===== src/rtl/alarm_ctrl.sv =====
// -----------------------------------------------------------------------------
// alarm_ctrl -- alarm-clock ringing / snooze controller
//
// Watches the current time against the programmed alarm time. When the time
// steps into the alarm minute (rising edge of the match) with the alarm armed,
// the buzzer rings for RING_SECONDS tick_1hz pulses, then stops by itself.
// With the optional snooze feature a snooze pulse silences the buzzer for
// SNOOZE_SECONDS ticks, after which it rings again.
//
// Optional feature macro: ALARM_SNOOZE_EN (snooze state, snz_cnt and
// SNOOZE_SECONDS behaviour are compiled in only when it is defined).
//
// Ports
//   clk            in   system clock, all state on rising edge
//   rst            in   asynchronous active-low reset
//   tick_1hz       in   one-cycle pulse per second
//   hours          in   [4:0] current hour 0..23
//   minutes        in   [5:0] current minute 0..59
//   alarm_hours    in   [4:0] programmed alarm hour
//   alarm_minutes  in   [5:0] programmed alarm minute
//   alarm_en       in   alarm armed (level)
//   stop           in   one-cycle pulse, cancels the alarm
//   snooze         in   one-cycle pulse, defers the alarm
//   buzzer         out  high while ringing
//   alarm_active   out  high while ringing or snoozing
//   snoozing       out  high while snoozing
// -----------------------------------------------------------------------------
module alarm_ctrl #(
    parameter int RING_SECONDS   = 60,
    parameter int SNOOZE_SECONDS = 300
) (
    input  logic       clk,
    input  logic       rst,
    input  logic       tick_1hz,
    input  logic [4:0] hours,
    input  logic [5:0] minutes,
    input  logic [4:0] alarm_hours,
    input  logic [5:0] alarm_minutes,
    input  logic       alarm_en,
    input  logic       stop,
    input  logic       snooze,
    output logic       buzzer,
    output logic       alarm_active,
    output logic       snoozing
);

    localparam int RING_W = (RING_SECONDS > 1) ? $clog2(RING_SECONDS) : 1;
    localparam logic [RING_W-1:0] RING_LAST = RING_W'(RING_SECONDS - 1);

    typedef enum logic [1:0] {
        ST_IDLE    = 2'd0,
        ST_RINGING = 2'd1,
        ST_SNOOZE  = 2'd2
    } state_e;

    state_e            state_q, state_d;
    logic [RING_W-1:0] ring_cnt_q, ring_cnt_d;
    logic              match, match_q, trigger;

    // Only the edge into the alarm minute triggers; arming mid-minute or
    // leaving a stopped alarm within the same minute never re-rings.
    assign match   = (hours == alarm_hours) && (minutes == alarm_minutes);
    assign trigger = alarm_en && match && !match_q;

`ifdef ALARM_SNOOZE_EN
    localparam int SNZ_W = (SNOOZE_SECONDS > 1) ? $clog2(SNOOZE_SECONDS) : 1;
    localparam logic [SNZ_W-1:0] SNZ_LAST = SNZ_W'(SNOOZE_SECONDS - 1);

    logic [SNZ_W-1:0] snz_cnt_q, snz_cnt_d;

    always_ff @(posedge clk or negedge rst) begin
        if (!rst) begin
            snz_cnt_q <= '0;
        end else begin
            snz_cnt_q <= snz_cnt_d;
        end
    end
`else
    // Snooze is compiled out: the pulse and its period have no effect.
    logic unused_snooze;
    assign unused_snooze = snooze | (SNOOZE_SECONDS == 0);
`endif

    always_ff @(posedge clk or negedge rst) begin
        if (!rst) begin
            state_q    <= ST_IDLE;
            ring_cnt_q <= '0;
            // Starts high so releasing reset inside the alarm minute does
            // not look like a fresh match edge.
            match_q    <= 1'b1;
        end else begin
            state_q    <= state_d;
            ring_cnt_q <= ring_cnt_d;
            match_q    <= match;
        end
    end

    // Priority inside an active state: alarm_en low > stop > snooze > expiry.
    always_comb begin
        state_d    = state_q;
        ring_cnt_d = ring_cnt_q;
`ifdef ALARM_SNOOZE_EN
        snz_cnt_d  = snz_cnt_q;
`endif
        case (state_q)
            ST_IDLE: begin
                if (trigger) begin
                    state_d    = ST_RINGING;
                    ring_cnt_d = '0;
                end
            end
            ST_RINGING: begin
                if (!alarm_en || stop) begin
                    state_d = ST_IDLE;
`ifdef ALARM_SNOOZE_EN
                end else if (snooze) begin
                    state_d   = ST_SNOOZE;
                    snz_cnt_d = '0;
`endif
                end else if (tick_1hz) begin
                    if (ring_cnt_q == RING_LAST) begin
                        state_d = ST_IDLE;
                    end else begin
                        ring_cnt_d = ring_cnt_q + 1'b1;
                    end
                end
            end
`ifdef ALARM_SNOOZE_EN
            ST_SNOOZE: begin
                // Repeated snooze pulses fall through and do not restart
                // the snooze period.
                if (!alarm_en || stop) begin
                    state_d = ST_IDLE;
                end else if (tick_1hz) begin
                    if (snz_cnt_q == SNZ_LAST) begin
                        state_d    = ST_RINGING;
                        ring_cnt_d = '0;
                    end else begin
                        snz_cnt_d = snz_cnt_q + 1'b1;
                    end
                end
            end
`endif
            default: begin
                state_d = ST_IDLE;
            end
        endcase
    end

    // Outputs are pure decodes of the state register.
    assign buzzer       = (state_q == ST_RINGING);
`ifdef ALARM_SNOOZE_EN
    assign snoozing     = (state_q == ST_SNOOZE);
    assign alarm_active = (state_q == ST_RINGING) || (state_q == ST_SNOOZE);
`else
    assign snoozing     = 1'b0;
    assign alarm_active = (state_q == ST_RINGING);
`endif

endmodule


===== config.mk =====
export PLATFORM = sky130hd
export DESIGN_NAME = alarm_ctrl
export DESIGN_NICKNAME = d
export VERILOG_FILES = /design/src/rtl/alarm_ctrl.sv
export SDC_FILE = /design/constraint.sdc
export NUM_CORES = 1
export LEC_CHECK = 0
export BUFFER_PORTS_ARGS = -buffer_cell sky130_fd_sc_hd__clkbuf_2
export CORE_MARGIN = 5
export CORE_UTILIZATION = 37
export CTS_CLUSTER_DIAMETER = 150
export DETAILED_ROUTE_END_ITERATION = 12
export PLACE_DENSITY = 0.67
export SETUP_SLACK_MARGIN = 0.02
export SYNTH_ARGS = -nofsm -noshare
export SYNTH_HDL_FRONTEND = slang
export SYNTH_SLANG_ARGS = --single-unit

===== constraint.sdc =====
create_clock -name clk -period 4.1 [get_ports clk]
set_input_delay 0.41 -clock clk [delete_from_list [all_inputs] [get_ports clk]]
set_output_delay 0.41 -clock clk [all_outputs]
set_load 0.02 [all_outputs]

* Word-level counts from Yosys, hierarchy flattened
Cells that the tools add are included.
** Word-level totals
- Register bits after elaboration :: 9
- Output and inout port bits :: 3
- Word-level logic and storage cells :: 34
** Operators by class
- Add/sub/neg operators :: 1
- Eq/ne operators :: 10
- Mux-type cells :: 10
- Reductions and logical operators :: 10
** Operators with widths (count)
- two-way mux 6 bit :: 4
- case mux 6 bit (2 select lines) :: 1
- two-way mux 2 bit :: 4
- != test 2 bit, second input constant :: 4
- adder 6 x 1 -> 6 bit, second input constant :: 1
- equality test 6 bit :: 1
- equality test 6 bit, second input constant :: 1
- equality test 5 bit :: 1
- AND reduction 5 bit :: 1
- case mux 2 bit (2 select lines) :: 1
- logical AND 1 bit :: 3
- != test 3 x 1 -> 1 bit, second input constant :: 1
- != test 3 x 2 -> 1 bit, second input constant :: 1
- AND reduction 3 bit :: 1
- equality test 2 x 1 -> 1 bit, second input constant :: 1
- logical NOT 1 bit :: 2
- logical NOT 2 bit :: 1
- nonzero test 2 bit :: 1
- logical OR 1 bit :: 1

* Longest topological paths before layout
- Depth after elaboration :: 6
- Gate-level depth with buffers :: 5
- Mapped depth without buffers :: 5

* Worst setup path before layout
OpenSTA, ideal clock, no wires.
- Path type :: input port to flip-flop
- Start point :: input alarm_hours[3]
- End point :: register ring_cnt_q[4]
- Arrival :: 1.249 ns
- Setup slack :: 2.711 ns
- Cell stages on the path :: 4
- Buffers on the path :: 0
- Cell sequence :: xnor2_1 nand4_1 nor4_4 o211ai_1
** Between the ends
- Word-level cells in the longest chain between the ends :: 6
** RTL lines
- from (decl) :: RTL line 37 : input logic [4:0] alarm_hours,
- equality test 5 bit :: RTL line 62 : assign match = (hours == alarm_hours) && (minutes == alarm_minutes);
- logical AND 1 bit :: RTL line 62
- logical AND 1 bit (2 in a row) :: RTL line 63 : assign trigger = alarm_en && match && !match_q;
- != test 2 bit (no source line)
- AND reduction 5 bit (no source line)
- to (signal assigned) :: RTL line 93 : ring_cnt_q <= ring_cnt_d;
- to (decl) :: RTL line 57 : logic [RING_W-1:0] ring_cnt_q, ring_cnt_d;
No other way between the ends.
A chain may end at the register's enable or synchronous reset.

* Worst setup path after layout
- Start point :: register ring_cnt_q[0]
- End point :: register ring_cnt_q[1]
** Between the ends
- Word-level cells in the longest chain between the ends :: 5
- Elaborated cells on any way between the ends :: 8
** RTL lines
- adder 6 x 1 -> 6 bit :: RTL line 124 : ring_cnt_d = ring_cnt_q + 1'b1;
- two-way mux 6 bit :: RTL line 121 : if (ring_cnt_q == RING_LAST) begin
- two-way mux 6 bit :: RTL line 120 : end else if (tick_1hz) begin
- two-way mux 6 bit :: RTL line 113 : if (!alarm_en || stop) begin
- case mux 6 bit (2 select lines) :: RTL line 105 : case (state_q)
Parallel ways exist; a longest one is shown, timed or not. The select of a mux whose other input is x is not followed.

==> PnR_summary.wiki <==
{| class="wikitable"
! Metric !! Value
|-
| Result of the run || finished, final reports clean
|-
| Area of all placed cells without fillers || slightly below 800 um^2
|-
| Post-cts repair resize count || 0
|-
| Period utilization || 0.3615
|-
| Fin Setup TNS || 0 ns
|-
| R2R depth || 5
|-
| Initial cell density of the core || 0.3941
|-
| Deepest level of the CTS H-tree || 1
|-
| Layout net count || ~120
|-
| Gate count of the mapped netlist || 63
|-
| Worst setup EP type || register
|-
| Largest buffer count on any clock path || 2
|-
| Reg clk slew, reported paths || 0.06 ns
|-
| Synthesized area || 600.6 um^2
|-
| Share of cells above drive strength 1 || 0.3656
|-
| Primary FF master, synth || dfrtp_1
|-
| Total of max-cap violations || 0
|-
| Fraction of registers with async set or reset after synthesis || 1.000
|-
| Antenna cells || 0
|-
| Count of state elements after synthesis || 8
|-
| Floorplan row count || 14
|-
| WP data required || 4.24 ns
|-
| Metal1 wirelength || 530 um
|-
| Number of routed nets with antenna violations || 0
|-
| Final hold viol count || 0
|-
| WS Path Type || register to register
|-
| Global-route wire length before repair || 2318 um
|-
| CP Data Arrival Time || 1.62 ns
|-
| Initial antenna violation count || 0
|-
| Routed via count divided by cell count || 5.294
|-
| PortBufs || 28
|-
| Total Routing Usage GR || 0.1183
|-
| Post-synth EDFFs || 0
|-
| Number of buffers added by the clock tree synthesis step || 3
|-
| Utilization of the core after routing || 0.5099
|-
| Overall die height || 50.29 um
|-
| Launch instance of the worst register-to-register path || ring_cnt_q[0]
|-
| Number of DRC markers after the initial detailed-route iteration || 7
|-
| Pwr/cell area || around 260 mW/mm^2
|-
| Post-CTS setup buffer count || 0
|-
| Routed Wire Length || 1348 um
|-
| Final Wtd Congestion || 0.7792
|-
| Final number of max-transition violations || 0
|-
| Critical Path Fanout Max || 4
|-
| Sequential-to-total area share from yosys stat || 0.3354
|-
| Critical path origin || ring_cnt_q[0]
|-
| Final standard cell count with taps included and fillers excluded || ~110
|-
| Syn_area_per_cell || 9.533 um^2
|-
| Path class of the lowest-slack min-delay path || primary input to register
|-
| Met2 wire length || about 650 um
|-
| Detailed Routing Iterations Pass 1 || 4
|-
| Clock tree sinks || 8
|-
| VDD IR-drop max || around 0.12 mV
|-
| Endpoint of the lowest-slack register-to-register path || ring_cnt_q[1]
|-
| Critical Path, Cell by Cell || ha_1 > and4b_1 > a21boi_2 > mux2i_1 > o22ai_1
|-
| Worst-Skew Late Latency || 0.26 ns
|-
| Wire length per cell || approximately 12 um
|-
| Placeable Area || approximately 0.0015 mm^2
|-
| Vias in the first global route || approximately 560
|-
| Slowest cell delay on critical path || around 0.4 ns
|-
| RSZ-0062 raised after global routing || no
|-
| Static power due to leakage || about 0.37 nW
|-
| Total via count in the routed design || around 580
|-
| Setup-violating endpoint count in the final report || 0
|-
| WL met3 || approximately 140 um
|-
| Setup crit end || ring_cnt_q[1]
|-
| Width of the die || 50.29 um
|-
| Startpoint type of the worst setup path || register
|-
| IO Pins || 31
|-
| Residual overflow from global routing || 0
|-
| Pin count of the biggest net entering global routing || 12
|-
| Die area || 0.002529 mm^2
|-
| Number of design rule violations left after detail routing || 0
|-
| Area growth, synth to finish || 29.37%
|-
| Filler cells || 144
|-
| FF-to-FF setup slack || approximately 2.6 ns
|-
| Warning count from the yosys run || 0
|-
| CTS Root Buffer Type || clkbuf_4
|-
| Slowest-stage cell, CP || dfrtp_1
|-
| Distinct cells, synth || 29
|-
| Placed cell area || 740.7 um^2
|-
| CTS tree || done
|-
| Synthesized net count || slightly above 90
|-
| Highest signal layer in the routed design || met4
|-
| Layout Skew || a little over 0.007 ns
|-
| Placed Cells || approximately 100
|-
| Minimum clock period || 1.482 ns
|-
| FMAX || between 600 and 700 MHz
|}
-- how the worst min path moves through the flow --
stage | from | to | slack [ns] | cells after the start
floorplan | rst | ring_cnt_q[0] | 0.11 | 0
global placement | rst | ring_cnt_q[5] | 0.27 | 1
detailed placement | rst | ring_cnt_q[5] | 0.27 | 1
CTS | minutes[5] | match_q | 0.52 | 4
global route | minutes[1] | match_q | 0.53 | 4
finish | minutes[1] | match_q | 0.51 | 4
-- final cells by class --
class | count | area [um^2] | area share
Multi-Input combinational cell | 50 | 371.6 | 0.4783
Sequential cell | 8 | 201.4 | 0.2593
Timing Repair Buffer | 29 | 150.1 | 0.1932
Clock buffer | 4 | 26.28 | 0.03382
Tap cell | 16 | 20.02 | 0.02576
Inverter | 2 | 7.507 | 0.009662
-- cells by family (layout without fill, tap and decap cells) --
| family | after synthesis | in the layout | share of synthesized area |
|---|---|---|---|
| buffers and inverters | 5 | 35 | 0.04582 |
| XOR/XNOR | 13 | 13 | 0.1896 |
| AND/OR/NAND/NOR | 23 | 23 | 0.2500 |
| adder cells (fa/ha/maj) | 1 | 1 | 0.02083 |
| multiplexers | 1 | 1 | 0.01667 |
| flip-flops | 8 | 8 | 0.3354 |
| other | 1 | 1 | 0.006244 |
| AO/OA/AOI/OAI | 11 | 11 | 0.1354 |
-- synth_stat cells, types with 2 or more instances --
library cell / instances / area, um^2
xnor2_1: 12 / 105.1
dfrtp_1: 7 / 175.2
nand2_1: 7 / 26.28
nand4_1: 4 / 25.02
nand3_1: 3 / 15.01
o22ai_1: 3 / 18.77
and4b_1: 2 / 20.02
buf_4: 2 / 15.01
inv_1: 2 / 7.510
o211ai_1: 2 / 15.01
-- state kept, by name, summed over array words and instances, names as in the netlist --
signal / count
match_q: 1
ring_cnt_q: 6
state_q: 1
-- timing repair --
action / in CTS / in global routing
endpoints found under the setup margin: 0 / 0
hold endpoints to repair: 7 / 0
hold buffers: 1 / 0
-- metal layers --
layer  up-vias  global-route usage
li1        292                   -
met1       253              0.1308
met2        27              0.1967
met3         5             0.04142
met4         0             0.06383
met5         -                   0
-- placed cells by master (no fill, tap or decap), types with 2 or more instances in the layout --
cell type  netlist  layout
dfrtp_1          7       7
clkbuf_4         0       3
clkbuf_2         0      28
xnor2_1         12      12
inv_1            2       2
nand3_1          3       3
nand2_1          7       7
o211ai_1         2       2
nand4_1          4       4
o22ai_1          3       3
and4b_1          2       2
-- power breakdown --
part	internal (mW)	leakage, nW	switching, mW	total (mW)
combinational	0.0254	0.278	0.0210	0.0464
clock	0.0375	0.0150	0.0318	0.0693
sequential	0.0828	0.0778	0.00488	0.0877
total	0.146	0.371	0.0577	0.204
-- worst max-delay path: cells and delay by family, from the launching register on --
| family | cells | cell delay (ns) |
|---|---|---|
| adders and majority gates | 1 | 0.23 |
| DFF | 1 | 0.41 |
| muxes | 1 | 0.20 |
| AOI/OAI and AO/OA | 2 | 0.30 |
| and+or+nand+nor | 1 | 0.21 |
-- through the flow --
stage / power, mW / hold slack [ns] / worst slack (ns)
floorplan: 0.1157 / 0.1144 / 2.711
global placement: 0.1337 / 0.2698 / 2.471
detailed placement: 0.1354 / 0.2736 / 2.419
CTS: 0.2059 / 0.5221 / 2.619
global route: 0.2147 / 0.5325 / 2.488
finish: 0.2035 / 0.5119 / 2.618
Note: power is estimated with default switching activity, not from simulation.
